<file path="config.mk">
export PLATFORM = sky130hd
export DESIGN_NAME = spi_frame_rx
export DESIGN_NICKNAME = d
export VERILOG_FILES = /design/src/rtl/spi_frame_rx.sv
export SDC_FILE = /design/constraint.sdc
export NUM_CORES = 1
export LEC_CHECK = 0
export BUFFER_PORTS_ARGS = -buffer_cell sky130_fd_sc_hd__buf_2
export CAP_MARGIN = 5
export CORE_UTILIZATION = 50
export DETAILED_ROUTE_END_ITERATION = 7
export MAX_ROUTING_LAYER = met4
export PLACE_DENSITY = 0.8
export SLEW_MARGIN = 10
export SYNTH_ARGS = -nofsm -noshare
export SYNTH_HDL_FRONTEND = slang
export SYNTH_SLANG_ARGS = --single-unit
export TNS_END_PERCENT = 20
</file>
<file path="constraint.sdc">
create_clock -name clk -period 3.4 [get_ports clk]
set_input_delay 0.34 -clock clk [delete_from_list [all_inputs] [get_ports clk]]
set_output_delay 0.34 -clock clk [all_outputs]
set_load 0.02 [all_outputs]
</file>
<file path="src/rtl/spi_frame_rx.sv">
// rtl/spi_frame_rx.sv - SPI slave byte/frame receiver with idle-gap framing; CRC check built only when SPI_FRAME_RX_CRC_EN is defined
module spi_frame_rx #(
   parameter int SYNC_STAGES = 2,
   parameter int IDLE_CYCLES = 1024,
   parameter int MAX_BYTES   = 64,
   parameter int LEN_W       = 7
) (
   input  logic             clk,
   input  logic             rst,
   input  logic             spi_sclk,
   input  logic             spi_din,
   output logic [7:0]       byte_data,
   output logic             byte_valid,
   output logic             byte_first,
   output logic             frame_end,
   output logic [LEN_W-1:0] frame_len,
   output logic             frame_err,
   output logic             crc_ok
);

   localparam int                IDLE_W    = $clog2(IDLE_CYCLES + 1);
   localparam logic [IDLE_W-1:0] IDLE_LAST = IDLE_W'(IDLE_CYCLES - 1);
   localparam logic [LEN_W-1:0]  MAX_CNT   = LEN_W'(MAX_BYTES);
   localparam logic [LEN_W-1:0]  MIN_CRC   = LEN_W'(3);

   typedef enum logic [1:0] {ST_IDLE, ST_RX, ST_CLOSE} state_t;

   state_t                 state_q, state_d;
   logic [SYNC_STAGES-1:0] sclk_sync_q, sclk_sync_d;
   logic [SYNC_STAGES-1:0] din_sync_q, din_sync_d;
   logic                   sclk_dly_q, sclk_dly_d;
   logic [6:0]             shreg_q, shreg_d;
   logic [2:0]             bit_cnt_q, bit_cnt_d;
   logic [LEN_W-1:0]       byte_cnt_q, byte_cnt_d;
   logic [IDLE_W-1:0]      idle_cnt_q, idle_cnt_d;
   logic                   ovf_q, ovf_d;
   logic [7:0]             byte_data_q, byte_data_d;
   logic                   byte_valid_q, byte_valid_d;
   logic                   byte_first_q, byte_first_d;
   logic                   frame_end_q, frame_end_d;
   logic [LEN_W-1:0]       frame_len_q, frame_len_d;
   logic                   frame_err_q, frame_err_d;
   logic                   crc_ok_q, crc_ok_d;

   logic                   rise;
   logic                   din_s;
   logic [7:0]             new_byte;
   logic                   close_err;

   assign rise      = sclk_sync_q[SYNC_STAGES-1] & ~sclk_dly_q;
   assign din_s     = din_sync_q[SYNC_STAGES-1];
   assign new_byte  = {shreg_q, din_s};
   assign close_err = (bit_cnt_q != 3'd0) | ovf_q;

`ifdef SPI_FRAME_RX_CRC_EN
   logic [15:0] crc_q, crc_d;

   function automatic logic [15:0] crc16_byte(input logic [15:0] c, input logic [7:0] d);
      logic [15:0] r;
      r = c ^ {d, 8'h00};
      for (int i = 0; i < 8; i++) begin
         r = r[15] ? ({r[14:0], 1'b0} ^ 16'h1021) : {r[14:0], 1'b0};
      end
      return r;
   endfunction
`endif

   // Next-state: synchronisers, bit shifting, byte emission and the idle-gap frame FSM
   always_comb begin
      state_d      = state_q;
      sclk_sync_d  = {sclk_sync_q[SYNC_STAGES-2:0], spi_sclk};
      din_sync_d   = {din_sync_q[SYNC_STAGES-2:0], spi_din};
      sclk_dly_d   = sclk_sync_q[SYNC_STAGES-1];
      shreg_d      = shreg_q;
      bit_cnt_d    = bit_cnt_q;
      byte_cnt_d   = byte_cnt_q;
      idle_cnt_d   = idle_cnt_q;
      ovf_d        = ovf_q;
      byte_data_d  = byte_data_q;
      byte_valid_d = 1'b0;
      byte_first_d = 1'b0;
      frame_end_d  = 1'b0;
      frame_len_d  = frame_len_q;
      frame_err_d  = frame_err_q;
      crc_ok_d     = crc_ok_q;
`ifdef SPI_FRAME_RX_CRC_EN
      crc_d        = crc_q;
      if (byte_valid_q) begin
         crc_d = crc16_byte(crc_q, byte_data_q);
      end
`endif

      if (rise) begin
         shreg_d   = new_byte[6:0];
         bit_cnt_d = bit_cnt_q + 3'd1;
         if (bit_cnt_q == 3'd7) begin
            if (byte_cnt_q < MAX_CNT) begin
               byte_valid_d = 1'b1;
               byte_data_d  = new_byte;
               byte_first_d = (byte_cnt_q == '0);
               byte_cnt_d   = byte_cnt_q + 1'b1;
            end else begin
               ovf_d = 1'b1;
            end
         end
      end

      case (state_q)
         ST_IDLE: begin
            idle_cnt_d = '0;
            if (rise) state_d = ST_RX;
         end
         ST_RX: begin
            if (rise) begin
               idle_cnt_d = '0;
            end else if (idle_cnt_q == IDLE_LAST) begin
               // Close actions land together with entry to CLOSE, so a rise
               // during the CLOSE cycle already sees cleared counters.
               state_d     = ST_CLOSE;
               idle_cnt_d  = '0;
               frame_end_d = 1'b1;
               frame_len_d = byte_cnt_q;
               frame_err_d = close_err;
`ifdef SPI_FRAME_RX_CRC_EN
               crc_ok_d    = (crc_q == 16'h0000) & ~close_err & (byte_cnt_q >= MIN_CRC);
               crc_d       = 16'hFFFF;
`else
               crc_ok_d    = 1'b1;
`endif
               bit_cnt_d   = 3'd0;
               byte_cnt_d  = '0;
               ovf_d       = 1'b0;
            end else begin
               idle_cnt_d = idle_cnt_q + 1'b1;
            end
         end
         ST_CLOSE: begin
            idle_cnt_d = '0;
            state_d    = rise ? ST_RX : ST_IDLE;
         end
         default: begin
            state_d    = ST_IDLE;
            idle_cnt_d = '0;
         end
      endcase
   end

   // State and registered outputs; reset drops any partial frame silently
   always_ff @(posedge clk or posedge rst) begin
      if (rst) begin
         state_q      <= ST_IDLE;
         sclk_sync_q  <= '0;
         din_sync_q   <= '0;
         sclk_dly_q   <= 1'b0;
         shreg_q      <= '0;
         bit_cnt_q    <= '0;
         byte_cnt_q   <= '0;
         idle_cnt_q   <= '0;
         ovf_q        <= 1'b0;
         byte_data_q  <= '0;
         byte_valid_q <= 1'b0;
         byte_first_q <= 1'b0;
         frame_end_q  <= 1'b0;
         frame_len_q  <= '0;
         frame_err_q  <= 1'b0;
         crc_ok_q     <= 1'b0;
`ifdef SPI_FRAME_RX_CRC_EN
         crc_q        <= 16'hFFFF;
`endif
      end else begin
         state_q      <= state_d;
         sclk_sync_q  <= sclk_sync_d;
         din_sync_q   <= din_sync_d;
         sclk_dly_q   <= sclk_dly_d;
         shreg_q      <= shreg_d;
         bit_cnt_q    <= bit_cnt_d;
         byte_cnt_q   <= byte_cnt_d;
         idle_cnt_q   <= idle_cnt_d;
         ovf_q        <= ovf_d;
         byte_data_q  <= byte_data_d;
         byte_valid_q <= byte_valid_d;
         byte_first_q <= byte_first_d;
         frame_end_q  <= frame_end_d;
         frame_len_q  <= frame_len_d;
         frame_err_q  <= frame_err_d;
         crc_ok_q     <= crc_ok_d;
`ifdef SPI_FRAME_RX_CRC_EN
         crc_q        <= crc_d;
`endif
      end
   end

   assign byte_data  = byte_data_q;
   assign byte_valid = byte_valid_q;
   assign byte_first = byte_first_q;
   assign frame_end  = frame_end_q;
   assign frame_len  = frame_len_q;
   assign frame_err  = frame_err_q;
   assign crc_ok     = crc_ok_q;

endmodule

</file>
==> reports/metrics.yaml, run 1 <==
wl_per_cell_um: 13.23
synth.distinct_cells: 33
grt_max_degree: 33
drt_pass1_iterations: 6
cts_resized: 0
cp_slowest_cell: "or4_4"
pin_count: 24
hold_buffers: 0
insertion_delay_ns: 0.30
vias: 1431
routed_wl_um: 3599
status: "completed"
final_util: 0.5839
initial_core_util: 0.5227
power_switching_mw: 0.3854
critPathBufInv: 0
critPathCaptureType: "flop"
seqPwrFrac: 0.584
final_cell_mix: "dfrtp_1, nand2_1, buf_2, nor2_1, mux2_2"
grt_usage: 0.1693
fillers: 355
n_antenna_cell: 0
hold_path_class: "in -> async"
gp_congestion: 0.7628
final_common_cell: "dfrtp_1"
grt_pass1_wl_um: 6313
regToRegSetupSlack_ns: 1.21
path_cells: "ha_1, nand3_2, or4_4, nor2_8, mux2_2"
cp_slowest_stage_delay_ns: 0.62
design_area_um2: 2542
ant_nets: 0
leakage_nw: 1.324
grt_pass1_vias: 1389
drc: 0
p_sw_frac: 0.2757
cp_max_fo: 19
synth.avg_cell_area_um2: 11.85
synth_area_leader_cell: "dfrtp_1"
rsz0062_at_grt: "no"
drive_gt1_frac: 0.2409
rr_startpoint: "idle_cnt_q[0]"
nNetsFinal: 229
ys_warn_count: 0
overflow: 0
portBuffers: 23
internal-power_mw: 1.012
hold_violations: 0
antenna_found_initial: 0
core_um2: 4354
clock_power_share: 0.256
crit_cells: 5
arrival_ns: 2.38
cts.sinks: 56
cts_tree: "done"
clk_pin_slew_ns: 0.09
max_slew_margin: 0.3860
netlist_instances: 192
worstReg2RegEnd: "frame_err"
setup-violations-final: 0
tns_ns: 0
h-tree-depth: 2
syn-num-nets: 202
die_x_um: 69.47
postCtsSetupBuffers: 0
rows: 24
vias_per_cell: 5.261
ys_top_cells_by_area: "dfrtp_1, mux2_2, nand2_1"
crit_type: "reg -> reg"
finalMaxSlewViolations: 0
ctsRootBufferMaster: "clkbuf_8"
seq_area_frac_synth: 0.6157
place_area_um2: 2452
hold-worst-slack_ns: 0.1271
fmax_ghz: 0.4561
power_density_nw_per_um2: 549.8
rr_worst_depth: 5
synthesis.area_um2: 2276
first_iter_violations: 95
fin_skew_ns: 0.007577
die_area_um2: 4825
cap_violations: 0
power_frac_comb: 0.160
period_needed_ns: 2.193
worst_ep_required_time_ns: 3.59
cts_inserted_buffers: 5
min_period_over_period: 0.6449
ir_drop_mv: 0.4374
worst_slew_pin_slew_ns: 0.9192
cp-start-kind: "flop"
crit_family: "simple AND/OR/NAND/NOR gates"
dp_hpwl_um: 2490
syn_to_final_growth_pct: 11.71
ys_ff_latch: 56
synth.top_cell.area_share: 0.6157
cts_buffer_depth: 2
die_h_um: 69.47
[layout make-up]
| class | instances | area, µm² | share of cell area |
|---|---|---|---|
| Clock buffer | 8 | 90.09 | 0.03543 |
| Inverter | 5 | 18.77 | 0.007382 |
| Multi-Input combinational cell | 126 | 837.1 | 0.3292 |
| Sequential cell | 56 | 1401 | 0.5512 |
| Tap cell | 52 | 65.06 | 0.02559 |
| Timing Repair Buffer | 25 | 130.1 | 0.05118 |
[logic make-up (layout without fill, tap and decap cells)]
group	count (synthesis)	after routing	synth area share
mux	16	16	0.07916
flops	56	56	0.6157
compound gates	12	12	0.03079
fa+ha+maj	6	6	0.03298
xor+xnor	11	11	0.04233
buf+inv	10	38	0.01924
simple gates	81	81	0.1798
[routing by layer]
metal / routed length (µm) / GRT usage / up-vias
li1: - / - / 704
met1: 1750 / 0.2257 / 701
met2: 1710 / 0.2611 / 22
met3: 104 / 0.03634 / 4
met4: 32 / 0.05442 / 0
met5: 0 / - / -
[cells in the mapped netlist]
cell	count
o311a_1	1
nand3_1	2
or3_1	1
nand4b_1	1
or2_2	1
nand2_1	35
nor4_1	3
nand3_2	1
nand2b_1	2
and3_1	4
nor3_1	1
nor4bb_1	1
xor2_1	9
nand4_1	5
buf_4	1
mux2_2	16
clkbuf_1	2
inv_1	5
buf_2	2
dfrtp_1	56
xnor2_1	2
ha_1	6
a31oi_1	1
nor2_1	17
nor3b_1	1
o21ai_0	2
nand3b_1	1
and4_1	2
nor2_8	1
nor2b_1	1
or4_4	1
a21oi_1	7
a41oi_1	1
[power groups by stage]
stage / Combinational (mW) / Clock, mW / Sequential, mW
after floorplan: 0.133 / 0 / 0.849
after global placement: 0.215 / 0 / 0.825
after detailed placement: 0.227 / 0 / 0.829
after CTS: 0.228 / 0.370 / 0.816
after global routing: 0.253 / 0.392 / 0.831
final: 0.223 / 0.358 / 0.816
[through the flow]
stage	power (mW)	setup WS (ns)	instances
after floorplan	0.9816	1.496	192
after global placement	1.040	1.264	264
after detailed placement	1.056	1.208	264
after CTS	1.415	1.192	272
after global routing	1.477	1.112	272
final	1.398	1.208	272
[sequential cells by signal, summed over array words and instances (netlist names), 2 cells and up]
signal	cells
bit_cnt_q	3
byte_cnt_q	7
byte_data	8
din_sync_q	2
frame_len	7
idle_cnt_q	11
sclk_sync_q	2
shreg_q	7
state_q	2
[how the worst max path moves through the flow]
stage | from | endpoint | slack, ns
4_1_cts | idle_cnt_q[0] | frame_err | 1.19
3_5_place_dp | idle_cnt_q[0] | frame_len[4] | 1.21
6_report | idle_cnt_q[0] | frame_err | 1.21
5_1_grt | idle_cnt_q[0] | frame_err | 1.11
2_1_floorplan | idle_cnt_q[0] | frame_err | 1.50
3_3_place_gp | idle_cnt_q[0] | frame_len[3] | 1.26
Note: power is estimated with default switching activity, not from simulation.
==> inputs of run 2 (changes only) <==
--- a/config.mk
+++ b/config.mk
@@ -5,12 +5,13 @@
 export SDC_FILE = /design/constraint.sdc
 export NUM_CORES = 1
 export LEC_CHECK = 0
+export ABC_AREA = 1
 export BUFFER_PORTS_ARGS = -buffer_cell sky130_fd_sc_hd__buf_2
 export CAP_MARGIN = 5
 export CORE_UTILIZATION = 50
 export DETAILED_ROUTE_END_ITERATION = 7
 export MAX_ROUTING_LAYER = met4
-export PLACE_DENSITY = 0.8
+export PLACE_DENSITY = 0.79
 export SLEW_MARGIN = 10
 export SYNTH_ARGS = -nofsm -noshare
 export SYNTH_HDL_FRONTEND = slang
==> constraint.sdc (replaced) <==
create_clock -name clk -period 2.2 [get_ports clk]
set_input_delay 0.22 -clock clk [delete_from_list [all_inputs] [get_ports clk]]
set_output_delay 0.22 -clock clk [all_outputs]
set_load 0.02 [all_outputs]
==> run 2 against run 1 <==
- via count increased by 20%
- sequential power is 62% higher
- total power is 99% higher
- die area increased by 9.9%
- routed wire length is 16% higher
- maximum frequency up 31%
- largest power group unchanged
==> reports/metrics.yaml, run 2 <==
dp_hpwl_um: 2959
core_um2: 4786
setup-violations-final: 0
gp_congestion: 0.8724
vias: 1712
synth.avg_cell_area_um2: 9.570
fillers: 410
arrival_ns: 1.92
hold_path_class: "in -> reg"
seqCellArea_um2: 1401
rsz0062_at_grt: "no"
min_from: "spi_sclk"
routed_wl_um: 4180
period_needed_ns: 1.670
post-place-ws_ns: 0.5811
grt_max_degree: 33
clk_pin_slew_ns: 0.09
netlist_instances: 262
grt_pass1_vias: 1640
nNetsFinal: 301
grt_usage: 0.1912
synth.distinct_cells: 30
synth-simple-area-share: 0.2475
synth-compound-area-share: 0.07635
synth_area_leader_cell: "dfrtp_1"
yosys_most_used_dff: "dfrtp_1"
seqPwrFrac: 0.475
worst_ep_required_time_ns: 2.45
worst_slew_pin_slew_ns: 0.5298
ctsRootBufferMaster: "clkbuf_8"
syn_to_final_growth_pct: 14.52
n_antenna_cell: 0
p_sw_frac: 0.2950
rows: 25
syn-num-nets: 272
fin_ws_ns: 0.5301
antenna_found_initial: 0
initial_core_util: 0.5239
largest_reg_flops: 11
min_period_over_period: 0.7591
max_slew_margin: 0.6463
cts_inserted_buffers: 5
drt_pass1_iterations: 4
portBuffers: 23
fin_skew_ns: 0.005507
ant_nets: 0
overflow: 0
top_register: "idle_cnt_q"
status: "completed"
rr_startpoint: "idle_cnt_q[0]"
power_density_nw_per_um2: 969.7
first_iter_violations: 117
synth_fa_ha_area_frac: 0.02994
internal-power_mw: 1.963
drc: 0
crit_type: "reg -> reg"
cts_tree: "done"
ys_ff_latch: 56
final_common_cell: "nand2_1"
wl_per_cell_um: 11.64
synth_top_family_by_area: "simple AND/OR/NAND/NOR gates"
tns_ns: 0
finalMaxSlewViolations: 0
pin_count: 24
synth_most_common_cell: "nand2_1"
synth_xor_xnor_area_share: 0.01397
ys_warn_count: 0
muxShareOfSynthArea: 0
ys_async_sr_fraction: 1.000
die_h_um: 72.82
cp-start-kind: "flop"
power_frac_comb: 0.202
power_switching_mw: 0.8213
cts.sinks: 56
synthesis.area_um2: 2507
clock_power_share: 0.323
ys_top_cells_by_area: "dfrtp_1, nand2_1, inv_1"
synth.top_cell.area_share: 0.5589
synth_edf_count: 0
multiInputGateArea_um2: 922.1
critPathCaptureType: "flop"
die_area_um2: 5302
grt_pass1_wl_um: 7396
postCtsSetupBuffers: 0
synthTopCellsByCount: "nand2_1, dfrtp_1, inv_1, nor2_1"
hold_violations: 0
cp_max_fo: 11
insertion_delay_ns: 0.31
fmax_ghz: 0.5988
leakage_nw: 1.508
ir_drop_mv: 0.5450
h-tree-depth: 2
vias_per_cell: 4.769
die_x_um: 72.82
final_cell_mix: "nand2_1, dfrtp_1, inv_1, nor2_1, buf_2"
startpoint: "idle_cnt_q[0]"
final_util: 0.6000
cap_violations: 0
fin_total_pwr_mw: 2.784
drive_gt1_frac: 0.2089
cts_buffer_depth: 2
seq_area_frac_synth: 0.5589
run 2: cell count changes in the layout (fill, tap and decap cells not counted), moves of 7 or more:
cell / previous run / this run
inv_1: 4 / 33
nand2_1: 35 / 64
o21ai_0: 2 / 9
nor2_1: 17 / 26
o21ai_2: 0 / 7
mux2_2: 16 / 0
nand3_1: 2 / 9
o21ai_1: 0 / 9
run 2: worst max-delay path, cell delays in order (launching register included):
cell and delay (ns):
dfrtp_1 0.45, ha_1 0.22, nand2_2 0.11, nor2_8 0.16, nand3_4 0.11, nor2_2 0.38, or2_2 0.19
run 2: what timing repair did:
item	4_1_cts	5_1_grt
hold buffers	1	1
endpoints found under the hold margin	24	1
resized for setup	0	0
setup endpoints to repair	0	0
run 2: worst paths after layout:
| path | to | slack, ns | cells after the start |
|---|---|---|---|
| max | crc_ok | 0.53 | 6 |
| min | sclk_sync_q[0] | 0.01 | 1 |
| max reg2reg | crc_ok | 0.53 | 6 |
| min reg2reg | sclk_sync_q[1] | 0.36 | 0 |
| max in group asynchronous | byte_cnt_q[1] | 1.17 | 4 |
| min in group asynchronous | byte_data[3] | 0.48 | 3 |
run 2: cells by family (layout without fill, tap and decap cells):
family          count (synthesis)  count (layout)
compound gates                 32              32
xor+xnor                        4               4
fa+ha+maj                       6               6
buf+inv                        42              72
flops                          56              56
simple gates                  122             122
run 2: per-layer routing:
layer,up-vias,wire length [µm],GRT usage
met4,0,63,0.06536
met3,5,105,0.04144
met1,812,2072,0.2548
met2,25,1939,0.2918
met5,-,0,-
li1,870,-,-
run 2: cell type report:
class,instances,area share
well taps,67,0.02919
clock buffers,5,0.02397
inverters,36,0.04706
clock inverters,3,0.03137
multi-input cells,164,0.3211
repair buffers,28,0.05926
flip-flops and latches,56,0.4880
run 2: through the flow:
stage	hold WS, ns	instances	cell area [µm²]
after floorplan	0.2514	262	2507
after global placement	0.2913	349	2693
after detailed placement	0.2922	349	2693
after CTS	0.002372	358	2861
after global routing	0.002615	359	2872
final	0.01180	359	2872
run 2: power by group through the flow:
stage                     logic (mW)  clock network (mW)  registers [mW]
after CTS                      0.570               0.910            1.32
after detailed placement       0.560                   0            1.34
after global placement         0.538                   0            1.34
after global routing           0.641               0.949            1.35
final                          0.562               0.900            1.32
after floorplan                0.331                   0            1.40
